===== src/rtl/mem_copy_pkg.sv =====
// mem_copy_pkg: shared types and constants for the memory copy engine.
// Latency: n/a (declarations only).
// Backpressure: n/a.
// Contents: FSM state encoding, word geometry of the attached memory, range-check width.
package mem_copy_pkg;

  typedef enum logic [2:0] {
    IDLE,
    CHECK,
    READ,
    WRITE,
    VERIFY,
    DONE
  } state_e;

  // Word geometry of the attached memory: 32-bit words, byte addressed.
  localparam int WORD_W         = 32;
  localparam int BYTES_PER_WORD = WORD_W / 8;
  localparam int MEM_BYTES      = 1024;

  // Range arithmetic width: a 10-bit base plus a 1 KiB span cannot overflow 12 bits.
  localparam int CHK_W = 12;

endpackage


===== src/rtl/mem_copy_range_chk.sv =====
// mem_copy_range_chk: classifies a copy request before any memory access is made.
// Latency: purely combinational.
// Backpressure: none.
// Ports: src_addr, dst_addr, len (captured request) -> range_fail (either block would
//        run past the end of memory), zero_len (nothing to copy), descending (destination
//        overlaps the source from above, so the copy must run top-down to avoid clobbering).
module mem_copy_range_chk
  import mem_copy_pkg::*;
#(
  parameter int ADDR_W = 10,
  parameter int LEN_W  = 9
) (
  input  logic [ADDR_W-1:0] src_addr,
  input  logic [ADDR_W-1:0] dst_addr,
  input  logic [LEN_W-1:0]  len,
  output logic              range_fail,
  output logic              zero_len,
  output logic              descending
);

  logic [CHK_W-1:0] span;
  logic [CHK_W-1:0] src_ext;
  logic [CHK_W-1:0] dst_ext;
  logic [CHK_W-1:0] src_end;
  logic [CHK_W-1:0] dst_end;

  always_comb begin
    span    = CHK_W'(len) * CHK_W'(BYTES_PER_WORD);
    src_ext = CHK_W'(src_addr);
    dst_ext = CHK_W'(dst_addr);
    src_end = src_ext + span;
    dst_end = dst_ext + span;

    // An end address equal to MEM_BYTES is legal: the last byte touched is MEM_BYTES-1.
    range_fail = (src_end > CHK_W'(MEM_BYTES)) || (dst_end > CHK_W'(MEM_BYTES));
    zero_len   = (len == '0);
    descending = (dst_ext > src_ext) && (dst_ext < src_end);
  end

endmodule


===== src/rtl/mem_copy_engine.sv =====
// mem_copy_engine: word-granular memmove within a 1 KiB byte-addressed memory.
// Latency: CHECK one cycle after start, then 2 cycles per word (3 with verify); done at 2 + 2*len.
// Backpressure: none; start is only sampled in IDLE and the memory is zero-wait.
// Optional feature: define MEM_COPY_VERIFY_EN to add a read-back VERIFY state after every WRITE.
// Ports: clk, rst (synchronous, active-high); start, src_addr, dst_addr, len (request);
//        busy, done, err (status); mem_write, mem_read, mem_addr, mem_wrdata, mem_rddata (memory).
module mem_copy_engine
  import mem_copy_pkg::*;
#(
  parameter int ADDR_W = 10,
  parameter int DATA_W = WORD_W,
  parameter int LEN_W  = 9
) (
  input  logic              clk,
  input  logic              rst,
  input  logic              start,
  input  logic [ADDR_W-1:0] src_addr,
  input  logic [ADDR_W-1:0] dst_addr,
  input  logic [LEN_W-1:0]  len,
  output logic              busy,
  output logic              done,
  output logic              err,
  output logic              mem_write,
  output logic              mem_read,
  output logic [ADDR_W-1:0] mem_addr,
  output logic [DATA_W-1:0] mem_wrdata,
  input  logic [DATA_W-1:0] mem_rddata
);

  localparam logic [ADDR_W-1:0] STEP = ADDR_W'(BYTES_PER_WORD);

  state_e            state_q, state_d;
  logic [ADDR_W-1:0] src_base_q, src_base_d;
  logic [ADDR_W-1:0] dst_base_q, dst_base_d;
  logic [LEN_W-1:0]  len_q, len_d;
  logic [ADDR_W-1:0] src_ptr_q, src_ptr_d;
  logic [ADDR_W-1:0] dst_ptr_q, dst_ptr_d;
  logic [LEN_W-1:0]  rem_q, rem_d;
  logic              desc_q, desc_d;
  logic [DATA_W-1:0] data_q, data_d;
  logic              busy_q, busy_d;
  logic              done_q, done_d;
  logic              err_q, err_d;
  logic              mem_read_q, mem_read_d;
  logic              mem_write_q, mem_write_d;
  logic [ADDR_W-1:0] mem_addr_q, mem_addr_d;

  logic              range_fail;
  logic              zero_len;
  logic              descending;
  logic [ADDR_W-1:0] last_off;
  logic [ADDR_W-1:0] src_next;
  logic [ADDR_W-1:0] dst_next;
  logic              advance;
  logic              finish;

  // Classifies the captured request; only its CHECK-cycle result is acted upon.
  mem_copy_range_chk #(
    .ADDR_W(ADDR_W),
    .LEN_W (LEN_W)
  ) u_range_chk (
    .src_addr  (src_base_q),
    .dst_addr  (dst_base_q),
    .len       (len_q),
    .range_fail(range_fail),
    .zero_len  (zero_len),
    .descending(descending)
  );

  always_comb begin
    state_d     = state_q;
    src_base_d  = src_base_q;
    dst_base_d  = dst_base_q;
    len_d       = len_q;
    src_ptr_d   = src_ptr_q;
    dst_ptr_d   = dst_ptr_q;
    rem_d       = rem_q;
    desc_d      = desc_q;
    data_d      = data_q;
    busy_d      = busy_q;
    err_d       = err_q;
    mem_addr_d  = mem_addr_q;
    done_d      = 1'b0;
    mem_read_d  = 1'b0;
    mem_write_d = 1'b0;
    advance     = 1'b0;
    finish      = 1'b0;

    // Offset of the last word; only meaningful once len is known to be non-zero.
    last_off = ADDR_W'(len_q - LEN_W'(1)) * STEP;
    src_next = desc_q ? (src_ptr_q - STEP) : (src_ptr_q + STEP);
    dst_next = desc_q ? (dst_ptr_q - STEP) : (dst_ptr_q + STEP);

    // Strobes and address are registered, so each branch sets up the bus for the
    // state being entered rather than the state being left.
    case (state_q)
      IDLE: begin
        if (start) begin
          src_base_d = src_addr;
          dst_base_d = dst_addr;
          len_d      = len;
          err_d      = 1'b0;
          busy_d     = 1'b1;
          state_d    = CHECK;
        end
      end

      CHECK: begin
        if (range_fail) begin
          err_d  = 1'b1;
          finish = 1'b1;
        end else if (zero_len) begin
          finish = 1'b1;
        end else begin
          desc_d     = descending;
          src_ptr_d  = descending ? (src_base_q + last_off) : src_base_q;
          dst_ptr_d  = descending ? (dst_base_q + last_off) : dst_base_q;
          rem_d      = len_q;
          mem_read_d = 1'b1;
          mem_addr_d = src_ptr_d;
          state_d    = READ;
        end
      end

      READ: begin
        data_d      = mem_rddata;
        mem_write_d = 1'b1;
        mem_addr_d  = dst_ptr_q;
        state_d     = WRITE;
      end

      WRITE: begin
`ifdef MEM_COPY_VERIFY_EN
        // Read back the word just written; pointers step only once it is confirmed.
        mem_read_d = 1'b1;
        mem_addr_d = dst_ptr_q;
        state_d    = VERIFY;
`else
        advance = 1'b1;
`endif
      end

`ifdef MEM_COPY_VERIFY_EN
      VERIFY: begin
        if (mem_rddata != data_q) begin
          err_d  = 1'b1;
          finish = 1'b1;
        end else begin
          advance = 1'b1;
        end
      end
`endif

      DONE: begin
        state_d = IDLE;
      end

      default: begin
        state_d = IDLE;
      end
    endcase

    if (advance) begin
      src_ptr_d = src_next;
      dst_ptr_d = dst_next;
      rem_d     = rem_q - LEN_W'(1);
      if (rem_q != LEN_W'(1)) begin
        mem_read_d = 1'b1;
        mem_addr_d = src_next;
        state_d    = READ;
      end else begin
        finish = 1'b1;
      end
    end

    if (finish) begin
      busy_d  = 1'b0;
      done_d  = 1'b1;
      state_d = DONE;
    end
  end

  always_ff @(posedge clk) begin
    if (rst) begin
      state_q     <= IDLE;
      src_base_q  <= '0;
      dst_base_q  <= '0;
      len_q       <= '0;
      src_ptr_q   <= '0;
      dst_ptr_q   <= '0;
      rem_q       <= '0;
      desc_q      <= 1'b0;
      data_q      <= '0;
      busy_q      <= 1'b0;
      done_q      <= 1'b0;
      err_q       <= 1'b0;
      mem_read_q  <= 1'b0;
      mem_write_q <= 1'b0;
      mem_addr_q  <= '0;
    end else begin
      state_q     <= state_d;
      src_base_q  <= src_base_d;
      dst_base_q  <= dst_base_d;
      len_q       <= len_d;
      src_ptr_q   <= src_ptr_d;
      dst_ptr_q   <= dst_ptr_d;
      rem_q       <= rem_d;
      desc_q      <= desc_d;
      data_q      <= data_d;
      busy_q      <= busy_d;
      done_q      <= done_d;
      err_q       <= err_d;
      mem_read_q  <= mem_read_d;
      mem_write_q <= mem_write_d;
      mem_addr_q  <= mem_addr_d;
    end
  end

  assign busy       = busy_q;
  assign done       = done_q;
  assign err        = err_q;
  assign mem_read   = mem_read_q;
  assign mem_write  = mem_write_q;
  assign mem_addr   = mem_addr_q;
  assign mem_wrdata = data_q;

endmodule


===== config.mk =====
export PLATFORM = sky130hd
export DESIGN_NAME = mem_copy_engine
export DESIGN_NICKNAME = d
export VERILOG_FILES = /design/src/rtl/mem_copy_pkg.sv /design/src/rtl/mem_copy_range_chk.sv /design/src/rtl/mem_copy_engine.sv
export SDC_FILE = /design/constraint.sdc
export NUM_CORES = 1
export LEC_CHECK = 0
export CORE_AREA = 2 2 124 126
export CTS_CLUSTER_DIAMETER = 200
export CTS_CLUSTER_SIZE = 12
export DETAILED_ROUTE_END_ITERATION = 12
export DIE_AREA = 0 0 126 128
export GPL_TIMING_DRIVEN = 0
export PLACE_DENSITY_LB_ADDON = 0.2
export SKIP_CTS_REPAIR_TIMING = 1
export SYNTH_ARGS = -nofsm -noshare
export SYNTH_HDL_FRONTEND = slang
export SYNTH_SLANG_ARGS = --single-unit
export TNS_END_PERCENT = 10

===== constraint.sdc =====
create_clock -name clk -period 5.2 [get_ports clk]
set_clock_uncertainty 0.1 [all_clocks]
set_input_delay 1.04 -clock clk [delete_from_list [all_inputs] [get_ports clk]]
set_output_delay 1.04 -clock clk [all_outputs]
set_load 0.02 [all_outputs]

==> impl_results.md <==
* Run status: finished clean
* Count of state elements after synthesis at 109
* Worst slew margin at 45.6%
* Commonest register cell after synthesis: sky130_fd_sc_hd__dfxtp_1
* Worst Path Arrival at 4330 ps
* Power, Total at 3.45 mW
* Crit Path Class: reg2reg
* Placed cell count at 1,196
* Wire length of the first global-routing pass at 34.2 mm
* Yosys warns at 0
* Final Critical Period at 4150 ps
* Post-route DRC violation count at 0
* Final Hold Fails at 0
* Leakage power at 3.49 nW
* Routed WL per cell at 17.8 µm
* Maximum buffer depth of the clock tree at 2
* Synth-to-Final Area Change at 22.8%
* Mean instance size in the synthesized netlist at 8.03 µm²
* Synth top cells by count: sky130_fd_sc_hd__nand2_1, sky130_fd_sc_hd__dfxtp_1, sky130_fd_sc_hd__a21oi_1, sky130_fd_sc_hd__ha_1, sky130_fd_sc_hd__nor2_1
* Skew-Pair Late Insertion Delay at 360 ps
* Largest stage delay, worst path at 540 ps
* Root cell of the clock tree: sky130_fd_sc_hd__clkbuf_16
* Setup_tns at 0 ps
* Max H-tree Level at 3
* Antenna violation net count after detailed routing at 0
* Antenna diode count at 0
* IO buf count at 110
* Detailed-route wire length at 21.6 mm
* Final Instance Count excl. Fillers at 1,211
* Count of distinct cell types in the synthesized netlist at 80
* Layout cell share with drive strength beyond 1 at 6.94%
* Final-report setup violation count at 0
* Least-Margin Pin Slew at 810 ps
* # IOs at 111
* Number of enable-type register cells in the synthesized netlist at 0
* Top cells by area, synth: sky130_fd_sc_hd__dfxtp_1, sky130_fd_sc_hd__ha_1, sky130_fd_sc_hd__nand2_1
* Util after Layout at 59.5%
* Number of iterations in the first detailed-routing pass at 7
* Sequential share of the synthesized area at 30.3%
* Overall routing resource usage at 26.8%
* Dominant cell by count in the synthesized netlist: sky130_fd_sc_hd__nand2_1
* Vias in the first global route at 6,622
* Y dimension of the die at 128 µm
* Cell type with the highest aggregate area in the netlist: sky130_fd_sc_hd__dfxtp_1
* Width of the chip at 126 µm
* Power Dens Cells at 390 nW/µm²
* Area of the core at 14,900 µm²
* Capturing element type of the critical path: register
* Standard-cell rows at 45
* Overflow after GRT at 0
* Sinks on Clock Net at 109
* Routability-driven placement congestion ratio at 0.907
* Starting Density at 48.5%
* Number of nets in the synthesized netlist at 1,031
* Dpl hpwl at 16.5 mm
* Crit path required time at 5380 ps
* Proportion of synthesized flip-flops having asynchronous set or reset at 0%
* Class of the most critical hold timing path: reg2reg
* Post-Syn Instances at 898
* Startpoint kind of the worst setup timing path: register
* Final period utilization at 79.7%
* Number of vias per cell at 5.74
* Maximum number of pins on one net before global-route repair at 19
* Total number of nets in the final design at 1,152
* Clock-pin slew on the worst setup and hold paths at 80 ps
* Total number of vias at 6,957
* Number of buffers inserted during clock tree synthesis at 9
* Critical-path cell with the highest stage delay: sky130_fd_sc_hd__dfxtp_1
* Series of cell instances along the critical path: ha_1 -> inv_1 -> fa_1 -> nand2b_1 -> a21oi_2 -> mux2i_1 -> or2_4 -> inv_1 -> ha_1 -> o21a_1 -> o22ai_1 -> o211ai_2 -> buf_6 -> buf_6 -> mux2i_1 -> nand3_1 -> a31oi_1
* Initial antenna violation count at 0
* DRC marker count from the first detailed-route iteration at 409
* Largest driver fanout on the critical path at 10
* Clock tree from TritonCTS: built
* Timing-limited maximum frequency at 241 MHz
* Peak ir drop on the vdd network at 0.000227 V
* Die area at 16,100 µm²
* Area of the mapped netlist at 7210 µm²
* Number of maximum-capacitance constraint violations at 0
* Unrepaired setup endpoints after global routing: false
* Final-report max-slew violation count at 0
* Share of the synthesized area in the top cell type at 30.3%
metrics by stage:
step / worst slack, ps / area, µm² / hold WS, ps
final: 1050 / 8850 / 354
after global routing: 745 / 8850 / 370
after CTS: 1050 / 8850 / 356
after detailed placement: 1110 / 8550 / 345
after global placement: 1140 / 8550 / 340
after floorplan: 1760 / 7210 / 327
registers in the layout, summed over array words and instances (netlist names):
signal and cells:
mem_write 1, src_ptr_q 10, dst_ptr_q 10, mem_wrdata 32, src_base_q 10, state_q 3, busy 1, rem_q 9
desc_q 1, dst_base_q 10, done 1, mem_addr 10, mem_read 1, len_q 9, err 1
where the power goes:
group          internal [mW]  switching (mW)  leakage, nW
sequential             0.951           0.142        0.887
combinational          0.711           0.919         2.45
clock                  0.392           0.338        0.147
path summary, 6_finish.rpt:
| path | cells after the start | to | slack, ps | start |
|---|---|---|---|---|
| max | 17 | mem_addr[6]$_SDFF_PP0_ | 1050 | len_q[0]$_SDFFE_PP0P_ |
| min | 2 | mem_wrdata[24]$_SDFFE_PP0P_ | 350 | mem_wrdata[24]$_SDFFE_PP0P_ |
| max reg2reg | 17 | mem_addr[6]$_SDFF_PP0_ | 1050 | len_q[0]$_SDFFE_PP0P_ |
| min reg2reg | 2 | mem_wrdata[24]$_SDFFE_PP0P_ | 350 | mem_wrdata[24]$_SDFFE_PP0P_ |
cell usage in the layout, fill, tap and decap left out, drive strengths merged, types with 10 or more instances in the layout:
master | Yosys | routed
a211oi | 13 | 13
clkdlybuf4s50 | 0 | 110
a21o | 14 | 14
o21a | 14 | 14
xor2 | 16 | 16
nand2 | 174 | 174
dfxtp | 109 | 109
o21ai | 32 | 32
a31oi | 18 | 18
o211ai | 12 | 12
clkbuf | 33 | 43
inv | 32 | 35
mux2i | 12 | 12
buf | 12 | 12
ha | 63 | 63
nor2 | 54 | 54
xnor2 | 21 | 21
a21oi | 108 | 108
nand3b | 10 | 10
nor3 | 23 | 23
nand3 | 18 | 18
cells by family (layout without fill, tap and decap cells):
family	Yosys count	count (layout)	share of synthesized area (%)
xor+xnor	37	37	4.49
fa+ha+maj	69	69	12.6
mux	15	15	2.13
simple gates	332	332	21.2
buf+inv	77	202	5.10
flops	109	109	30.3
compound gates	259	259	24.2
routing by layer:
layer / vias up / global-route usage (%) / wire length (µm)
li1: 3443 / - / -
met1: 3207 / 35.4 / 9560
met2: 262 / 42.2 / 9680
met3: 45 / 6.26 / 1570
met4: 0 / 11.6 / 779
met5: - / 0 / 0
critical path: cells and delay by family, from the launching register on:
kind | cells | cell delay [ps]
flip-flops | 1 | 540
AO/OA/AOI/OAI | 5 | 900
multiplexers | 2 | 520
buffers and inverters | 4 | 500
AND/OR/NAND/NOR | 3 | 540
adder cells (fa/ha/maj) | 3 | 950
final cells by class:
cell class                 count  area (µm²)
multi-input combinational    712        4660
fill                        1441        6010
clock buffer                  10         239
tap                          188         235
inverter                      32         120
clock inverter                 5        66.3
sequential                   109        2180
buffer                        45         248
timing repair buffer         110        1100
Power figures use the tool's default switching activity.
